File: src/rtl/layer_scheduler.sv
// -----------------------------------------------------------------------------
// layer_scheduler
//
// Per-pixel layer compositor. Each cycle, up to NUM_LAYERS requesters ask to
// draw the current pixel. The winner is the requesting layer that sits in the
// lowest-numbered slot of the active priority table. Its color is registered
// to rgb_out one cycle later. With no eligible requester, the registered
// background color is driven instead.
//
// Priority updates arrive through a one-deep pending slot (cfg_valid/cfg_ready).
// The pending slot is promoted to the active table only at startOfFrame, so
// every frame is arbitrated with a single table.
//
// Optional feature, enabled by defining LAYER_SCHEDULER_COLLISION_EN:
//   Per-frame collision reporting. Any pixel with two or more requesters ORs
//   its request bits into an accumulator. At startOfFrame the accumulator is
//   published on coll_map with coll_valid, and coll_valid is held until
//   coll_ack. Without the macro, coll_map and coll_valid are tied to 0 and
//   coll_ack is ignored. The port list is the same in both builds.
//
// Parameters
//   NUM_LAYERS  number of draw requesters (2..8)
//   COLOR_W     width of one color channel
//
// Ports
//   clk           in   pixel clock
//   resetN        in   asynchronous active-low reset
//   startOfFrame  in   one-cycle pulse at the first pixel of a frame
//   bg_rgb        in   background color {r,g,b}
//   layer_req     in   per-layer draw requests for the current pixel
//   layer_rgb     in   per-layer colors, layer i at slice i
//   cfg_valid     in   priority update offered
//   cfg_ready     out  pending slot is empty
//   cfg_prio      in   priority order, slot 0 = highest-priority layer index
//   rgb_out       out  registered pixel color
//   draw_any      out  some layer won the registered pixel
//   winner        out  winning layer index (0 when draw_any = 0)
//   coll_map      out  layers involved in collisions during the last frame
//   coll_valid    out  coll_map holds an unacknowledged report
//   coll_ack      in   consumer has taken the report
// -----------------------------------------------------------------------------
module layer_scheduler #(
  parameter int NUM_LAYERS = 4,
  parameter int COLOR_W    = 4
) (
  input  logic                            clk,
  input  logic                            resetN,
  input  logic                            startOfFrame,
  input  logic [3*COLOR_W-1:0]            bg_rgb,
  input  logic [NUM_LAYERS-1:0]           layer_req,
  input  logic [NUM_LAYERS*3*COLOR_W-1:0] layer_rgb,
  input  logic                            cfg_valid,
  output logic                            cfg_ready,
  input  logic [NUM_LAYERS*3-1:0]         cfg_prio,
  output logic [3*COLOR_W-1:0]            rgb_out,
  output logic                            draw_any,
  output logic [2:0]                      winner,
  output logic [NUM_LAYERS-1:0]           coll_map,
  output logic                            coll_valid,
  input  logic                            coll_ack
);

  localparam int PIX_W  = 3 * COLOR_W;
  localparam int PRIO_W = NUM_LAYERS * 3;

  function automatic logic [PRIO_W-1:0] identity_table();
    logic [PRIO_W-1:0] t;
    t = '0;
    for (int i = 0; i < NUM_LAYERS; i++) begin
      t[i*3 +: 3] = 3'(i);
    end
    return t;
  endfunction

  localparam logic [PRIO_W-1:0] IDENTITY = identity_table();

  // ---------------------------------------------------------------------------
  // Priority table: active table plus one-deep pending slot
  // ---------------------------------------------------------------------------
  logic [PRIO_W-1:0] active_q, active_d;
  logic [PRIO_W-1:0] pend_q, pend_d;
  logic              pend_full_q, pend_full_d;
  logic              cfg_accept;

  assign cfg_ready  = ~pend_full_q;
  assign cfg_accept = cfg_valid & ~pend_full_q;

  // Promotion needs a full slot and acceptance needs an empty one, so the two
  // never collide. A write landing on startOfFrame therefore waits a frame.
  always_comb begin
    active_d    = active_q;
    pend_d      = pend_q;
    pend_full_d = pend_full_q;
    if (startOfFrame && pend_full_q) begin
      active_d    = pend_q;
      pend_full_d = 1'b0;
    end
    if (cfg_accept) begin
      pend_d      = cfg_prio;
      pend_full_d = 1'b1;
    end
  end

  always_ff @(posedge clk or negedge resetN) begin
    if (!resetN) begin
      active_q    <= IDENTITY;
      pend_q      <= '0;
      pend_full_q <= 1'b0;
    end else begin
      active_q    <= active_d;
      pend_q      <= pend_d;
      pend_full_q <= pend_full_d;
    end
  end

  // ---------------------------------------------------------------------------
  // Arbitration
  // ---------------------------------------------------------------------------
  logic [7:0]       req_pad;
  logic [2:0]       slot_idx;
  logic [2:0]       win_idx;
  logic             found;
  logic [PIX_W-1:0] win_rgb;

  logic [PIX_W-1:0] rgb_q, rgb_d;
  logic             draw_q, draw_d;
  logic [2:0]       win_q, win_d;

  // Requests are zero-extended to 8 bits so that a table entry naming a
  // nonexistent layer simply finds no request and can never win. Scanning from
  // the highest slot down lets the lowest matching slot overwrite the others,
  // which also resolves duplicate entries in favour of the lowest slot.
  always_comb begin
    req_pad                   = '0;
    req_pad[NUM_LAYERS-1:0]   = layer_req;
    slot_idx                  = '0;
    found                     = 1'b0;
    win_idx                   = '0;
    for (int s = NUM_LAYERS - 1; s >= 0; s--) begin
      slot_idx = active_q[s*3 +: 3];
      if (req_pad[slot_idx]) begin
        found   = 1'b1;
        win_idx = slot_idx;
      end
    end
    win_rgb = '0;
    for (int i = 0; i < NUM_LAYERS; i++) begin
      if (win_idx == 3'(i)) begin
        win_rgb = layer_rgb[i*PIX_W +: PIX_W];
      end
    end
  end

  always_comb begin
    rgb_d  = found ? win_rgb : bg_rgb;
    draw_d = found;
    win_d  = found ? win_idx : 3'd0;
  end

  always_ff @(posedge clk or negedge resetN) begin
    if (!resetN) begin
      rgb_q  <= '0;
      draw_q <= 1'b0;
      win_q  <= '0;
    end else begin
      rgb_q  <= rgb_d;
      draw_q <= draw_d;
      win_q  <= win_d;
    end
  end

  assign rgb_out  = rgb_q;
  assign draw_any = draw_q;
  assign winner   = win_q;

  // ---------------------------------------------------------------------------
  // Collision reporting
  // ---------------------------------------------------------------------------
`ifdef LAYER_SCHEDULER_COLLISION_EN
  localparam logic [NUM_LAYERS-1:0] ONE_L = {{(NUM_LAYERS-1){1'b0}}, 1'b1};

  logic [NUM_LAYERS-1:0] acc_q, acc_d;
  logic [NUM_LAYERS-1:0] map_q, map_d;
  logic                  cv_q, cv_d;
  logic                  multi_hit;
  logic [NUM_LAYERS-1:0] hit_bits;

  // x & (x-1) clears the lowest set bit; anything left means two or more.
  assign multi_hit = |(layer_req & (layer_req - ONE_L));
  assign hit_bits  = multi_hit ? layer_req : '0;

  // On startOfFrame the current pixel already belongs to the new frame, so its
  // hits seed the fresh accumulator. A new report overrides a same-cycle ack,
  // and an unacknowledged report is silently replaced.
  always_comb begin
    acc_d = acc_q | hit_bits;
    map_d = map_q;
    cv_d  = cv_q;
    if (startOfFrame) begin
      map_d = acc_q;
      cv_d  = 1'b1;
      acc_d = hit_bits;
    end else if (coll_ack) begin
      cv_d  = 1'b0;
    end
  end

  always_ff @(posedge clk or negedge resetN) begin
    if (!resetN) begin
      acc_q <= '0;
      map_q <= '0;
      cv_q  <= 1'b0;
    end else begin
      acc_q <= acc_d;
      map_q <= map_d;
      cv_q  <= cv_d;
    end
  end

  assign coll_map   = map_q;
  assign coll_valid = cv_q;
`else
  logic unused_coll_ack;

  assign unused_coll_ack = coll_ack;
  assign coll_map        = '0;
  assign coll_valid      = 1'b0;
`endif

endmodule
File: config.mk
export PLATFORM = sky130hd
export DESIGN_NAME = layer_scheduler
export DESIGN_NICKNAME = d
export VERILOG_FILES = /design/src/rtl/layer_scheduler.sv
export SDC_FILE = /design/constraint.sdc
export NUM_CORES = 1
export LEC_CHECK = 0
export CORE_MARGIN = 4
export CORE_UTILIZATION = 44
export DETAILED_ROUTE_END_ITERATION = 12
export PLACE_DENSITY = 0.93
export REMOVE_ABC_BUFFERS = 1
export SKIP_LAST_GASP = 1
export SYNTH_ARGS = -nofsm -noshare
export SYNTH_HDL_FRONTEND = slang
export SYNTH_SLANG_ARGS = --single-unit
File: constraint.sdc
create_clock -name clk -period 3.5 [get_ports clk]
set_clock_uncertainty 0.05 [all_clocks]
set_input_delay 0.525 -clock clk [delete_from_list [all_inputs] [get_ports clk]]
set_output_delay 0.525 -clock clk [all_outputs]
set_load 0.01 [all_outputs]
== Word-level counts from Yosys, hierarchy flattened ==
Index checks and enable logic that the tools add are counted.
Operators by class
  $lt $le $gt $ge: 4
  equal/unequal tests: 3
  mux-type cells: 24
  bitwise operators: 2
  reduce and logical (&&, ||, !) cells: 3
Operators by type and width (count)
  12-bit two-way mux: 5
  3-bit by 4-bit < comparator with 1-bit output (second input constant): 4
  3-bit two-way mux: 5
  1-bit binary-select mux with 3-bit select: 4
  1-bit two-way mux: 10
  3-bit by 2-bit equality test with 1-bit output (second input constant): 2
  3-bit by 1-bit equality test with 1-bit output (second input constant): 1
  3-bit logical NOT: 1
  2-bit nonzero test: 1
  1-bit bitwise AND: 1
  1-bit logical AND: 1
  1-bit inverter: 1
Storage, ports and cells
  register bits after elaboration: 41
  input bits: 81
  output and inout port bits: 22
  logic and storage cells: 42

== Logic depth before layout (Yosys ltp) ==
Gate-level depths: netlist of run 1.
  word-level depth: 12
  depth in mapped cells: 8
  depth with buffers taken out: 6

== Least setup slack after synthesis of run 1 ==
No wires, ideal clock.
  path type: register to register
  start point: register active_q[7]
  end point: register rgb_q[2] (netlist: rgb_out[2])
  setup time: 0.132 ns
  data arrival time: 1.931 ns
  data required time: 3.318 ns
  path slack: 1.388 ns
  stages on the path, launching flop included: 7
  buffers on the path: 1
  period minus slack after synthesis: 2.112 ns
  cells stage by stage: dfstp_2 > mux2i_2 > o22ai_1 > o32ai_4 > buf_6 > mux2i_1 > o221ai_2
On the way
  word-level cells in the longest chain between the ends: 11
  elaborated cells on any way between the ends: 17
  those cells by class: eq/ne (3); mux (13); reduce/logical (1)
RTL lines
  start: declaration: line 80  | logic [PRIO_W-1:0] active_q, active_d;
  start signal: assignment: line 110  | active_q <= active_d;
  1-bit binary-select mux with 3-bit select: line 141  | if (req_pad[slot_idx]) begin
  1-bit two-way mux (implied by the code): line 141
  3-bit two-way mux (3 in series): line 141
  3-bit logical NOT: line 148  | if (win_idx == 3'(i)) begin
  12-bit two-way mux (4 in series): line 148
  12-bit two-way mux (*): line 155  | rgb_d = found ? win_rgb : bg_rgb;
  via rgb_d[2]: line 125  | logic [PIX_W-1:0] rgb_q, rgb_d;
  end signal: assignment: line 166  | rgb_q <= rgb_d;
  end: declaration: line 125
Mark *: on every way through the listed nets, which the timed path passes. The rest lies on a longest branch. The select of a mux whose other input is x is not followed.
A chain may end at the register's enable or synchronous reset.

== Final worst setup path of run 1 ==
  start point: input layer_req[0]
  end point: register rgb_q[11] (netlist: rgb_out[11])
On the way
  word-level cells in the longest chain between the ends: 12
  elaborated cells on any way between the ends: 25
  those cells by class: eq/ne (3); mux (21); reduce/logical (1)
RTL lines
  start: declaration: line 50  | input logic [NUM_LAYERS-1:0] layer_req,
  1-bit binary-select mux with 3-bit select: line 141
  1-bit two-way mux (implied by the code): line 141
  3-bit two-way mux (4 in series): line 141
  3-bit logical NOT: line 148
  12-bit two-way mux (4 in series): line 148
  12-bit two-way mux (*): line 155
  via rgb_d[11]: line 125
Marked as above.

==> impl_results.md, run 1 <==
- Detailed Route Iter0 Violations: between 60 and 70
- Chip width: 78.7 um
- Yosys reg bits: 41
- Die Ht: 78.7 um
- Achievable Freq: 0.386 GHz
- H-tree depth: 2
- Combinational share of power: 56.7%
- CP endpoint: rgb_out[11]$_DFF_PN0_
- Cells after Synth: 170
- Met1 usage: between 15 and 20%
- Status: finished, final reports clean
- Dpl hpwl: between 4000 and 5000 um
- Remaining Overflow, GRT: 0
- Worst Setup SP: layer_req[0]
- Hold Crit Class: in -> async
- Clk pwr share: 12.3%
- CP Class: in -> reg
- Post-CTS Setup Bufs: 0
- Met2 GRT Util: 31.7%
- Worst Tran Pin Value: ~0.88 ns
- Max_slew headroom: around two fifths
- CTS Buf Count: 5
- Reg2Reg Depth: 6
- Worst Setup End Kind: register
- Vias per cell: a little over 5
- Residual DRC count: 0
- Pre-antenna DRT Iters: 4
- Post-Layout Cell Count: 336
- Final period utilization: 74.1%
- # port buffers: 96
- Largest net degree at the start of global routing: 42
- Post-Place Cells: 328
- Final setup margin: 0.908 ns
- Ys async rst share: 100%
- WL per Instance: ~16 um
- Worst ir drop on vdd: 0.544 mV
- Reg power frac: a little under a third
- FILL cells: 331
- NetSw: 968 uW
- Net Sw Frac: a little under two fifths
- Post-synth EDFFs: 0
- Setup total negative slack: 0 ns
- Die area: 6190 um^2
- Min Tclk post-route: between 2 and 3 ns
- Gates resized, CTS repair: 0
- Final GP Congestion: 0.831
- CTS Buffer Depth: 2
- Internal power: 1580 uW
- Reg-to-reg endpoint: rgb_out[11]$_DFF_PN0_
- Io pins: 103
- Final setup vio count: 0
- Clock Latency Late Sink: about 0.3 ns
- Via count: 1,698
- Most used DFF post-synth: dfrtp_1
- Initial Utilization: 45.9%
- Yosys cell types: 35
- Hold_buf cts: 0
- Lkg Pwr: around 0.0014 uW
- Maxcap violations: 0
- Area of the mapped netlist: 2200 um^2
- First-pass GRT wire length: 8400 um
- Pre-CTS setup slack: between 0.6 and 0.7 ns
- Total Routed Length: 5260 um
- Setup slack, reg-to-reg: 1.08 ns
- CTS tree: done
- Final Hold Viols: 0
- CP Data Required Time: 3.60 ns
- Core ar.: 4790 um^2
- Worst EP arrival: 2.70 ns
- CTS clk-pin slew, worst paths: 0.09 ns
- Final Slew Violations: 0
- Register area share after synthesis: between 40 and 50%
- # diodes: 0
- Layout Nets: 349
- Vias in the first global route: 1,878
- Power per Cell Area: 779 nW/um^2
- Global-route met3 utilization: around 7.3%
- Antenna Nets Post-Route: 0
- Critical R2R Launch: active_q[7]$_DFFE_PN1P_
- Layout cells sized above 1: roughly a fifth
- Layout area overhead: 48.6%
- TritonCTS sink count: 41
- Avg Cell Area, Syn: roughly 13 um^2
- Crit start category: primary input
- Row Count: 25
- CTS Root Cell: clkbuf_8
- CP Max Fanout: 14
- GRT busiest layer: met2
- Initial antenna violation count: 0
- Synthesis Warnings: 0
- RSZ-0062 raised after global routing: no
- GRT Total Usage: between 10% and 20%
-- state kept, by name, summed over array words and instances, names as in the netlist --
name / flops
active_q: 12
draw_any: 1
pend_full_q: 1
pend_q: 12
rgb_out: 12
winner: 3
-- power by group through the flow --
stage	sequential, uW	clock (uW)	combinational [uW]
6_report	790	312	1440
5_1_grt	814	343	1570
4_1_cts	792	320	1460
3_5_place_dp	800	0	1450
3_3_place_gp	785	0	1420
2_1_floorplan	821	0	924
-- cell usage in the layout, fill, tap and decap left out, types with 2 or more instances in the layout --
cell type         n
dfrtp_1          37
buf_4             3
inv_1             3
o22ai_1           2
nand2_1          12
nand2b_1          5
clkdlybuf4s50_1  95
nor3_1            5
nor2_1            4
o221ai_1          2
mux2i_1          32
clkbuf_8          5
conb_1            6
dfstp_2           4
mux2_2           24
o221ai_2          9
-- cell type report --
type | count | area [um^2] | area share (%)
timing repair buffer | 99 | 978 | 30.0
multi-input combinational | 117 | 1070 | 32.7
inverter | 4 | 15.0 | 0.460
clock inverter | 3 | 21.3 | 0.651
tap | 67 | 83.8 | 2.57
sequential | 41 | 1030 | 31.6
clock buffer | 5 | 68.8 | 2.11
-- metal layers --
metal  share of wire, %  vias to the layer above
met1                 36                      800
met5                  0                        -
met4                1.4                        0
met3                9.9                       10
met2                 53                       75
li1                   -                      813
-- kinds of logic (layout without fill, tap and decap cells) --
kind of cell	after synthesis	after routing	share of synthesized area [%]
and+or+nand+nor	31	31	7.06
other	1	6	0.171
AOI/OAI and AO/OA	22	22	12.3
muxes	58	58	28.2
DFF	41	41	46.9
buffers and inverters	17	111	5.35
-- synth_stat cells, types with 2 or more instances --
cell / n / share of area, %
mux2_2: 24 / 12
dfrtp_1: 37 / 42
nor2_1: 4 / 0.68
dfstp_2: 4 / 4.8
o221ai_2: 9 / 6.2
mux2i_1: 32 / 15
nand2_1: 12 / 2.0
inv_1: 3 / 0.51
nor3_1: 5 / 1.1
o22ai_1: 2 / 0.57
o221ai_1: 2 / 0.80
clkbuf_1: 3 / 0.51
nand2b_1: 5 / 1.4
buf_6: 3 / 1.5
buf_4: 5 / 1.7
-- metrics by stage --
| step | hold slack, ns | total power, uW | util, % | cell area (um^2) |
|---|---|---|---|---|
| 4_1_cts | 0.325 | 2570 | 68.2 | 3270 |
| 2_1_floorplan | 0.179 | 1750 | - | 2110 |
| 3_5_place_dp | 0.443 | 2250 | 66.4 | 3180 |
| 3_3_place_gp | 0.437 | 2210 | 66.4 | 3180 |
| 5_1_grt | 0.355 | 2720 | 68.2 | 3270 |
| 6_report | 0.290 | 2550 | 68.2 | 3270 |
-- worst min-delay path by stage --
stage / slack (ns) / end / startpoint
2_1_floorplan: 0.18 / active_q[0]$_DFFE_PN0P_ / resetN
3_3_place_gp: 0.44 / active_q[4]$_DFFE_PN0P_ / pend_q[4]$_DFFE_PN0P_
3_5_place_dp: 0.44 / active_q[2]$_DFFE_PN0P_ / pend_q[2]$_DFFE_PN0P_
4_1_cts: 0.32 / winner[0]$_DFF_PN0_ / resetN
5_1_grt: 0.36 / rgb_out[4]$_DFF_PN0_ / resetN
6_report: 0.29 / winner[0]$_DFF_PN0_ / resetN
-- critical path: stages --
cell	delay, ns
clkdlybuf4s50_1	0.59
mux2i_1	0.16
o22ai_1	0.34
nor3_1	0.13
a311o_2	0.53
nand2b_4	0.28
o221ai_1	0.14
Power figures use the tool's default switching activity.
==> inputs of run 2 (changes only) <==
--- a/config.mk
+++ b/config.mk
@@ -6,9 +6,9 @@
 export NUM_CORES = 1
 export LEC_CHECK = 0
 export CORE_MARGIN = 4
-export CORE_UTILIZATION = 44
+export CORE_UTILIZATION = 41
 export DETAILED_ROUTE_END_ITERATION = 12
-export PLACE_DENSITY = 0.93
+export PLACE_DENSITY = 0.88
 export REMOVE_ABC_BUFFERS = 1
 export SKIP_LAST_GASP = 1
 export SYNTH_ARGS = -nofsm -noshare
==> constraint.sdc (replaced) <==
create_clock -name clk -period 2.5 [get_ports clk]
set_clock_uncertainty 0.05 [all_clocks]
set_input_delay 0.375 -clock clk [delete_from_list [all_inputs] [get_ports clk]]
set_output_delay 0.375 -clock clk [all_outputs]
set_load 0.01 [all_outputs]
==> run 2 against run 1 <==
Combinational power increased by 46%. Cell count increased by 1.8%. Global-route usage decreased by 1.5 points. Critical endpoint unchanged. Largest cell class unchanged.
==> impl_results.md, run 2 (synthesis results as in run 1) <==
- # diodes: 0 (unchanged)
- Via count: 1,674 (-1.4%)
- TritonCTS sink count: 41 (unchanged)
- Initial antenna violation count: 0 (unchanged)
- Worst Setup End Kind: register
- Worst Setup SP: layer_req[0]
- Met1 usage: 17.2% (-0.40 points)
- Setup slack, reg-to-reg: 0.33 ns (-0.75 ns)
- Layout cells sized above 1: 22.1% (+0.87 points)
- Maxcap violations: 0 (unchanged)
- Reg2Reg Depth: 6 (unchanged)
- Global-route met3 utilization: 5.65% (-1.7 points)
- Critical R2R Launch: active_q[7]$_DFFE_PN1P_
- Largest net degree at the start of global routing: 42 (unchanged)
- CTS Buf Count: 5 (unchanged)
- NetSw: 1320 uW (+36%)
- GRT Total Usage: 15.7% (-1.5 points)
- RSZ-0062 raised after global routing: no
- Clk pwr share: 16.2% (+3.9 points)
- Hold Crit Class: in -> async
- Chip width: 81.2 um (+3.2%)
- Most common cell after layout, fill and taps aside: clkdlybuf4s50_1
- Pre-CTS setup slack: -0.0120 ns (-0.626 ns)
- GRT busiest layer: met2
- Final Slew Violations: 0 (unchanged)
- # port buffers: 96 (unchanged)
- Lkg Pwr: 0.00143 uW (+3.1%)
- Worst ir drop on vdd: 0.688 mV (+26%)
- Final setup vio count: 0 (unchanged)
- CP Data Required Time: 2.65 ns (-0.95 ns)
- Crit start category: primary input
- Die Ht: 81.2 um (+3.2%)
- CTS clk-pin slew, worst paths: 0.08 ns (about the same)
- Min Tclk post-route: 2.21 ns
- Initial Utilization: 42.7% (-3.2 points)
- WL per Instance: 14.7 um (-6.0%)
- Reg power frac: 28.8% (-2.2 points)
- Most frequent cells in the layout: 95 x clkdlybuf4s50_1, 37 x dfrtp_1, 32 x mux2i_1
- Final setup margin: 0.289 ns (-0.619 ns)
- Vias per cell: 4.89 (-3.1%)
- Achievable Freq: 0.452 GHz
- Post-CTS Setup Bufs: 0 (unchanged)
- Power per Cell Area: 1140 nW/um^2 (+46%)
- Residual DRC count: 0 (unchanged)
- Pre-antenna DRT Iters: 4 (unchanged)
- CTS Root Cell: clkbuf_8
- Dpl hpwl: 4080 um (-1.2%)
- CTS tree: done
- Worst Tran Pin Value: 0.854 ns (-0.0257 ns)
- Total Routed Length: 5040 um (-4.3%)
- Antenna Nets Post-Route: 0 (unchanged)
- CP Class: in -> reg
- Io pins: 103 (unchanged)
- Vias in the first global route: 1,720 (-8.4%)
- Max_slew headroom: 43.1% (+1.7 points)
- H-tree depth: 2 (unchanged)
- Remaining Overflow, GRT: 0 (unchanged)
- CP Max Fanout: 8 (-6)
- Area post-placement: 3210 um^2 (+1.2%)
- Met2 GRT Util: 28.5% (-3.3 points)
- Gates resized, CTS repair: 0 (unchanged)
- Layout Nets: 352 (+0.86%)
- CTS Buffer Depth: 2 (unchanged)
- Reg-to-reg endpoint: rgb_out[11]$_DFF_PN0_
- Fin area: 3350 um^2 (+2.5%)
- Final GP Congestion: 0.784 (-5.7%)
- Detailed Route Iter0 Violations: 47 (-27%)
- Hold_buf cts: 0 (unchanged)
- Row Count: 26 (+4.0%)
- Net Sw Frac: 34.6% (-3.5 points)
- Core ar.: 5140 um^2 (+7.4%)
- Status: finished, final reports clean
- Internal power: 2500 uW (+58%)
- Clock Latency Late Sink: 0.29 ns (about the same)
- Die area: 6590 um^2 (+6.6%)
- Combinational share of power: 55.0% (-1.7 points)
- Final period utilization: 88.4%
- Final Hold Viols: 0 (unchanged)
- Worst EP arrival: 2.36 ns (-0.34 ns)
- Layout area overhead: 52.4%
- First-pass GRT wire length: 7870 um (-6.4%)
-- run 2: changes by cell type in the layout (fill, tap and decap cells not counted), sizes merged --
cell	delta
clkinvlp	-1
bufinv	+2
buf	+3
inv	-1
-- run 2: power groups by stage --
stage | Combinational (uW) | Clock [uW] | Sequential, uW
floorplan | 1290 | 0 | 1150
global placement | 2100 | 0 | 1100
detailed placement | 2140 | 0 | 1120
CTS | 2140 | 634 | 1100
global route | 2280 | 662 | 1140
finish | 2100 | 618 | 1100
-- run 2: worst max path at each step --
stage | to | slack, ns | depth (start not counted)
2_1_floorplan | rgb_out[10]$_DFF_PN0_ | -0.06 | 6
3_3_place_gp | rgb_out[0]$_DFF_PN0_ | 0.02 | 7
3_5_place_dp | rgb_out[11]$_DFF_PN0_ | -0.01 | 7
4_1_cts | rgb_out[11]$_DFF_PN0_ | 0.29 | 7
5_1_grt | rgb_out[10]$_DFF_PN0_ | 0.18 | 8
6_report | rgb_out[11]$_DFF_PN0_ | 0.29 | 7
-- run 2: final cells by class --
| type | instances | area [um^2] |
|---|---|---|
| Clock buffer | 5 | 68.8 |
| Clock inverter | 3 | 65.1 |
| Fill cell | 413 | 1790 |
| Inverter | 4 | 15.0 |
| Multi-Input combinational cell | 117 | 1070 |
| Sequential cell | 41 | 1030 |
| Tap cell | 70 | 87.6 |
| Timing Repair Buffer | 102 | 1010 |
-- run 2: metal layers --
layer | up-vias | routed length [um]
met1 | 794 | 1780
met3 | 4 | 463
met5 | - | 0
met4 | 0 | 32
li1 | 815 | -
met2 | 61 | 2760
-- run 2: worst max-delay path, cell delays in order --
cell	delay, ns
clkdlybuf4s50_1	0.52
mux2_4	0.33
a2bb2oi_2	0.17
o211ai_1	0.11
a311o_2	0.44
buf_4	0.20
o221ai_1	0.21
-- run 2: per-stage QoR --
step | setup TNS [ns] | total power [uW] | cells | hold WS (ns) | utilization [%]
final | 0 | 3810 | 342 | 0.141 | 65.1
after global routing | 0 | 4080 | 342 | 0.232 | 65.1
after CTS | 0 | 3880 | 342 | 0.182 | 65.1
after detailed placement | -0.0191 | 3250 | 334 | 0.441 | 62.5
after global placement | 0 | 3200 | 334 | 0.437 | 62.5
after floorplan | -0.0967 | 2440 | 162 | 0.0294 | -
